<file path="src/rtl/regfile_pkg.sv">
// Shared types and constants for the register-file arbiter.
// rf_cmd_t is the registered command presented to the register file.
package regfile_pkg;

  localparam int RF_ADDR_W = 4;
  localparam int RF_DATA_W = 16;

  localparam logic RF_READ  = 1'b0;
  localparam logic RF_WRITE = 1'b1;

  // Wide enough for up to 4 requesters.
  typedef logic [1:0] req_idx_t;

  typedef struct packed {
    logic                 en;
    logic                 rw;
    logic [RF_ADDR_W-1:0] addr;
    logic [RF_DATA_W-1:0] wdata;
  } rf_cmd_t;

endpackage

</file>
<file path="src/rtl/regfile_arbiter_rr_arbiter.sv">
// Purpose: one-hot grant from a request vector, round-robin from ptr (REGARB_FIXED_PRIO_EN: lowest index wins).
// Latency: purely combinational.
// Backpressure: none; losers simply keep requesting.
module rr_arbiter
  import regfile_pkg::*;
#(
  parameter int NUM_REQ = 2
) (
  input  logic [NUM_REQ-1:0] req,
  input  req_idx_t           ptr,
  output logic [NUM_REQ-1:0] gnt
);

`ifdef REGARB_FIXED_PRIO_EN
  logic unused_ptr;
  assign unused_ptr = ^ptr;

  always_comb begin
    gnt = '0;
    for (int k = NUM_REQ - 1; k >= 0; k--) begin
      if (req[k]) begin
        gnt    = '0;
        gnt[k] = 1'b1;
      end
    end
  end
`else
  logic found;
  int   slot;

  // slot is the requester's distance from ptr in the rotated order; smallest requesting slot wins.
  always_comb begin
    gnt   = '0;
    found = 1'b0;
    slot  = 0;
    for (int i = 0; i < NUM_REQ; i++) begin
      for (int k = 0; k < NUM_REQ; k++) begin
        slot = (k >= int'(ptr)) ? (k - int'(ptr)) : (k - int'(ptr) + NUM_REQ);
        if (!found && req[k] && (slot == i)) begin
          gnt[k] = 1'b1;
          found  = 1'b1;
        end
      end
    end
  end
`endif

endmodule

</file>
<file path="src/rtl/regfile_arbiter.sv">
// Purpose: shares the single-port register file among NUM_REQ requesters; REGARB_FIXED_PRIO_EN selects fixed priority.
// Latency: command 1 cycle after grant, read data + o_rvalid 2 cycles after grant.
// Backpressure: a requester waits with i_req held until o_gnt; one transfer accepted per cycle.
module regfile_arbiter
  import regfile_pkg::*;
#(
  parameter int NUM_REQ = 2,
  parameter int ADDR_W  = RF_ADDR_W,
  parameter int DATA_W  = RF_DATA_W
) (
  input  logic                        i_clk,
  input  logic                        i_rst,
  input  logic [NUM_REQ-1:0]          i_req,
  input  logic [NUM_REQ-1:0]          i_we,
  input  logic [NUM_REQ*ADDR_W-1:0]   i_addr,
  input  logic [NUM_REQ*DATA_W-1:0]   i_wdata,
  output logic [NUM_REQ-1:0]          o_gnt,
  output logic [NUM_REQ-1:0]          o_rvalid,
  output logic [DATA_W-1:0]           o_rdata,
  output logic                        o_rf_en,
  output logic                        o_rf_rw,
  output logic [ADDR_W-1:0]           o_rf_addr,
  output logic [DATA_W-1:0]           o_rf_wdata,
  input  logic [DATA_W-1:0]           i_rf_rdata
);

  localparam req_idx_t           LAST_IDX = req_idx_t'(NUM_REQ - 1);
  localparam logic [NUM_REQ-1:0] ONE_HOT0 = {{(NUM_REQ-1){1'b0}}, 1'b1};

  logic [NUM_REQ-1:0] arb_gnt;
  req_idx_t           ptr;
  req_idx_t           gnt_idx;
  logic               accept;
  logic               sel_we;
  logic [ADDR_W-1:0]  sel_addr;
  logic [DATA_W-1:0]  sel_wdata;

  rf_cmd_t            cmd_q;
  req_idx_t           owner_q;
  logic [NUM_REQ-1:0] rvalid_q;
  logic [DATA_W-1:0]  rdata_q;

  rr_arbiter #(
    .NUM_REQ (NUM_REQ)
  ) u_arb (
    .req (i_req),
    .ptr (ptr),
    .gnt (arb_gnt)
  );

  assign o_gnt  = i_rst ? '0 : arb_gnt;
  assign accept = |o_gnt;

  always_comb begin
    gnt_idx   = '0;
    sel_we    = 1'b0;
    sel_addr  = '0;
    sel_wdata = '0;
    for (int k = 0; k < NUM_REQ; k++) begin
      if (o_gnt[k]) begin
        gnt_idx   = req_idx_t'(k);
        sel_we    = i_we[k];
        sel_addr  = i_addr[k*ADDR_W +: ADDR_W];
        sel_wdata = i_wdata[k*DATA_W +: DATA_W];
      end
    end
  end

`ifdef REGARB_FIXED_PRIO_EN
  assign ptr = '0;
`else
  always_ff @(posedge i_clk) begin
    if (i_rst) begin
      ptr <= '0;
    end else if (accept) begin
      ptr <= (gnt_idx == LAST_IDX) ? '0 : gnt_idx + 1'b1;
    end
  end
`endif

  // Command stage: address holds when idle so the register-file address bus does not toggle needlessly.
  always_ff @(posedge i_clk) begin
    if (i_rst) begin
      cmd_q   <= '0;
      owner_q <= '0;
    end else begin
      cmd_q.en    <= accept;
      cmd_q.rw    <= accept ? sel_we : RF_READ;
      cmd_q.wdata <= accept ? sel_wdata : '0;
      if (accept) begin
        cmd_q.addr <= sel_addr;
        owner_q    <= gnt_idx;
      end
    end
  end

  // Response stage: register-file data is valid at the end of the read command cycle.
  always_ff @(posedge i_clk) begin
    if (i_rst) begin
      rvalid_q <= '0;
      rdata_q  <= '0;
    end else if (cmd_q.en && (cmd_q.rw == RF_READ)) begin
      rvalid_q <= ONE_HOT0 << owner_q;
      rdata_q  <= i_rf_rdata;
    end else begin
      rvalid_q <= '0;
      rdata_q  <= '0;
    end
  end

  assign o_rf_en    = cmd_q.en;
  assign o_rf_rw    = cmd_q.rw;
  assign o_rf_addr  = cmd_q.addr;
  assign o_rf_wdata = cmd_q.wdata;
  assign o_rvalid   = rvalid_q;
  assign o_rdata    = rdata_q;

endmodule

</file>
<file path="config.mk">
export PLATFORM = sky130hd
export DESIGN_NAME = regfile_arbiter
export DESIGN_NICKNAME = d
export VERILOG_FILES = /design/src/rtl/regfile_pkg.sv /design/src/rtl/regfile_arbiter_rr_arbiter.sv /design/src/rtl/regfile_arbiter.sv
export SDC_FILE = /design/constraint.sdc
export NUM_CORES = 1
export LEC_CHECK = 0
export CORE_ASPECT_RATIO = 1.1
export CORE_MARGIN = 2
export CORE_UTILIZATION = 36
export DETAILED_ROUTE_END_ITERATION = 6
export PLACE_DENSITY = 0.84
export SYNTH_ARGS = -nofsm -noshare
export SYNTH_HDL_FRONTEND = slang
export SYNTH_SLANG_ARGS = --single-unit
export TNS_END_PERCENT = 50
</file>
<file path="constraint.sdc">
create_clock -name i_clk -period 2.9 [get_ports i_clk]
set_input_delay 0.58 -clock i_clk [delete_from_list [all_inputs] [get_ports i_clk]]
set_output_delay 0.58 -clock i_clk [all_outputs]
set_load 0.05 [all_outputs]
</file>
Word-level counts from Yosys, hierarchy flattened
Index checks and enable logic that the tools add are counted.
- add/subtract/negate cells: 5
- order comparisons: 2
- eq/ne operators: 3
- shift operators: 1
- muxes and demuxes: 17
- bitwise operators: 3
- reductions and logical operators: 16
- operator list (cell ; number):
    adder 32 x 3 -> 32 bit, second input constant ; 2
    equality test 32 x 2 -> 1 bit, second input constant ; 2
    zero test 32 bit ; 2
    two-way mux 32 bit ; 2
    two-way mux 16 bit ; 2
    two-way mux 1 bit ; 9
    logical AND 1 bit ; 8
    two-way mux 4 bit ; 2
    OR reduction 2 bit ; 3
    subtractor 1 x 2 -> 3 bit, first input constant ; 2
    >= comparator 1 x 2 -> 1 bit, first input constant ; 2
    two-way mux 2 bit ; 2
    zero test 1 bit ; 3
    NOT 1 bit ; 3
    adder 2 x 1 -> 2 bit, second input constant ; 1
    equality test 2 x 1 -> 1 bit, second input constant ; 1
    left shift 1 x 2 -> 2 bit, first input constant ; 1
- bits in registers: 44
- input port bits: 62
- output and inout bits: 42
- logic and storage cells: 55

Depth between registers and ports, before layout
- word-level depth: 22
- gate-level depth with buffers: 6
- depth with buffers taken out: 3

Modules after synthesis
Synthesis repeated with hierarchy kept, for this count alone.
- cell total of the unflattened synthesis: 149
- area total of the unflattened synthesis: 1473.9 um^2
- modules (own cells, without submodules) (module ; times used ; cells an instance ; area an instance (um^2) ; seq. area each (um^2)):
    regfile_arbiter ; 1 ; 145 ; 1451.4 ; 840.8
    rr_arbiter ; 1 ; 4 ; 22.5 ; 0.0

Worst setup path before layout
OpenSTA, ideal clock, no wires.
- path kind: input to output
- start: input port i_rst
- end: output port o_gnt[0]
- arrival: 1325 ps
- data required time: 2320 ps
- slack: 995 ps
- cell stages on the path: 5
- buffers on the path: 3
- cell sequence: buf_4 a21oi_4 and2_4 buf_8 buf_12
- longest elaborated chain between the ends: 1
- RTL lines (element ; line ; source):
    start: declaration ; regfile_arbiter.sv:12 ; input logic i_rst,
    two-way mux 2 bit ; regfile_arbiter.sv:51 ; assign o_gnt = i_rst ? '0 : arb_gnt;
    end: declaration ; regfile_arbiter.sv:17 ; output logic [NUM_REQ-1:0] o_gnt,
No other way between the ends.

Final worst setup path
- start: input port i_req[1]
- end: output port o_gnt[0]
- longest elaborated chain between the ends: 8
- RTL lines (element ; line ; source):
    start: declaration ; regfile_arbiter.sv:13 ; input logic [NUM_REQ-1:0] i_req,
    logical AND 1 bit (2 in series) ; regfile_arbiter_rr_arbiter.sv:39 ; if (!found && req[k] && (slot == i)) begin
    two-way mux 1 bit ; regfile_arbiter_rr_arbiter.sv:39 ;
    zero test 1 bit ; regfile_arbiter_rr_arbiter.sv:39 ;
    logical AND 1 bit (2 in series) ; regfile_arbiter_rr_arbiter.sv:39 ;
    two-way mux 1 bit ; regfile_arbiter_rr_arbiter.sv:39 ;
    two-way mux 2 bit ; regfile_arbiter.sv:51 ;
No other way between the ends.

==> flow_summary.json <==
{
  "setup_violations": 0,
  "max_slew_margin": 0.646,
  "cp.required_ps": 2320,
  "postCtsResizedCells": 0,
  "p_per_area_mw_per_mm2": 542,
  "cts_tree": "done",
  "synth_area_per_cell_um2": 12.3,
  "routedWlPerCell_um": 13.7,
  "synth-seq-area-share": 0.595,
  "skew_ps": 3.03,
  "yosys_warnings": 0,
  "fmax_mhz": 395,
  "grt_pass1_wl_um": 6100,
  "cp-start-kind": "input pin",
  "gp_congestion": 0.757,
  "crit_fanout": 18,
  "drive_gt1_frac": 0.0864,
  "vdd_drop_max_v": 0.000391,
  "yosysTopAreaCellShare": 0.595,
  "cp_data_arrival_time_ps": 1950,
  "setup_slack_ps": 366,
  "p_sw_frac": 0.266,
  "cp_slowest_cell": "clkdlybuf4s50_1",
  "cp_top_family": "buffers and inverters",
  "p_sw_mw": 0.372,
  "drtPass1Iterations": 3,
  "core.rowCount": 23,
  "cts_buffer_depth": 2,
  "post_cts_buffers": 0,
  "power.clock.fraction": 0.321,
  "grt.overflow.total": 0,
  "die-area_mm2": 0.00444,
  "syn_area_mm2": 0.00141,
  "initial_core_util": 0.381,
  "synthTopCellsByArea": "dfxtp_1 60%, a22o_1 11%, and2_1 7.5%",
  "leakage_nw": 1.01,
  "grt_pass1_vias": 1211,
  "port_buffers": 103,
  "cts_buffers": 5,
  "worst_pin_slew_ps": 529,
  "cp-end-kind": "output pin",
  "crit_chain": "clkdlybuf4s50_1, a21oi_4, and2_4, buf_12",
  "status": "finished, final reports clean",
  "drc": 0,
  "final_area_mm2": 0.00257,
  "antenna_found_initial": 0,
  "cts_hold_buffers": 0,
  "p_comb_frac": 0.234,
  "clock-root-buffer": "clkbuf_8",
  "area_delta_synth_final_pct": 82.0,
  "dieWidth_um": 63.7,
  "grt_max_degree": 22,
  "syn_nets": 177,
  "clkLatencyLatePin_ps": 290,
  "place_area_mm2": 0.00246,
  "criticalPathCategory": "in -> out",
  "clkSinkCount": 42,
  "core_mm2": 0.00371,
  "fin_crit_sh": 0.874,
  "path_buf_inv": 2,
  "nets": 281,
  "synthCells": 115,
  "rsz0062_at_grt": "no",
  "io_pins": 104,
  "drv_cap": 0,
  "ys_types": 25,
  "dp_hpwl_um": 2890,
  "layout_min_cycle_time_ps": 2530,
  "clkTransAtPathRegs_ps": 80,
  "tns_ps": 0,
  "die_h_um": 69.7,
  "drt-total-wl_um": 3700,
  "pwr-share-seq": 0.445,
  "htreeDepth": 2,
  "finalHoldViolations": 0,
  "yosysTopAreaCell": "dfxtp_1",
  "grt_usage": 0.182,
  "ys_ff_latch": 42,
  "vias": 1206,
  "pre_cts_ws_ps": 357,
  "viasPerCell": 4.47,
  "drtIter0Drc": 38,
  "timing.final.max_slew_violations": 0,
  "ant_nets": 0,
  "antenna-diode-count": 0,
  "p_int_mw": 1.02,
  "slowest_delay_ps": 580,
  "hold_path_class": "reg -> reg"
}
==> final timing paths <==
kind / startpoint / to / slack, ps / cells after the start
max: i_req[1] / o_gnt[0] / 370 / 4
min: owner_q[0] / o_rvalid[0] / 450 / 1
max reg2reg: ptr[0] / o_rf_wdata[12] / 1620 / 3
min reg2reg: owner_q[0] / o_rvalid[0] / 450 / 1
==> cell usage in the layout, fill, tap and decap left out, drive strengths merged <==
master / count
nor3b: 1
o31a: 3
inv: 4
o21a: 1
and3: 3
nand4b: 1
nand3: 1
bufinv: 1
nand2: 2
a21oi: 2
and3b: 1
dfxtp: 42
a31oi: 4
clkdlybuf4s50: 101
a22o: 17
nand2b: 1
clkbuf: 6
nor2b: 1
o21bai: 2
clkinvlp: 1
a21boi: 3
buf: 4
and2: 18
==> routing by layer <==
layer | up-vias | wire (µm) | global-route usage
li1 | 607 | - | -
met1 | 533 | 1400 | 0.190
met2 | 62 | 1960 | 0.332
met3 | 4 | 288 | 0.0519
met4 | 0 | 51 | 0.0797
met5 | - | 0 | 0
==> cell families after synthesis <==
group	after synthesis	share of synthesized area
buffers and inverters	12	0.0673
AO/OA/AOI/OAI	32	0.189
flip-flops	42	0.595
AND/OR/NAND/NOR	29	0.149
==> metrics by stage <==
stage / utilization / cells / hold WS, ps / total power, mW
after floorplan: - / 115 / 406 / 0.811
after global placement: 0.663 / 262 / 425 / 0.957
after detailed placement: 0.663 / 262 / 432 / 0.962
after CTS: 0.693 / 270 / 446 / 1.41
after global routing: 0.693 / 270 / 484 / 1.46
final: 0.693 / 270 / 451 / 1.39
==> worst register-to-register path: cells and delay by family (launching register included) <==
kind             cells  cell delay, ps
AND/OR/NAND/NOR      2             580
AO/OA/AOI/OAI        1             210
flip-flops           1             430
==> cells in the mapped netlist <==
cell type and n:
dfxtp_1 42, a22o_1 17, and2_1 17, a31oi_1 4, inv_1 4, a21boi_0 3, and3_2 3, o31a_1 3
buf_4 2, buf_6 2, clkbuf_1 2, nand2_1 2, o21bai_1 2, a21oi_1 1, a21oi_4 1, and2_4 1
and3b_4 1, buf_12 1, buf_8 1, nand2b_4 1, nand3_1 1, nand4b_1 1, nor2b_1 1, nor3b_4 1
o21a_1 1
==> flip-flops by register name, summed over array words and instances, names as in the netlist <==
name / count
o_rdata: 16
o_rf_en: 1
o_rf_wdata: 16
o_rf_addr: 4
owner_q: 1
ptr: 1
o_rf_rw: 1
o_rvalid: 2
==> cell type report <==
cell class              count  area (µm²)
well taps                  50        62.6
fillers                   253        1140
flip-flops and latches     42         841
clock buffers               6        72.6
inverters                   4        15.0
multi-input cells          61         477
repair buffers            105        1070
clock inverters             2        37.5
==> power groups by stage <==
stage | clock network (mW) | logic (mW) | registers (mW)
5_1_grt | 0.495 | 0.343 | 0.624
6_report | 0.448 | 0.327 | 0.620
4_1_cts | 0.461 | 0.329 | 0.621
3_3_place_gp | 0 | 0.324 | 0.633
3_5_place_dp | 0 | 0.328 | 0.634
2_1_floorplan | 0 | 0.0701 | 0.741
No activity file was read; power rests on OpenSTA's default activity.
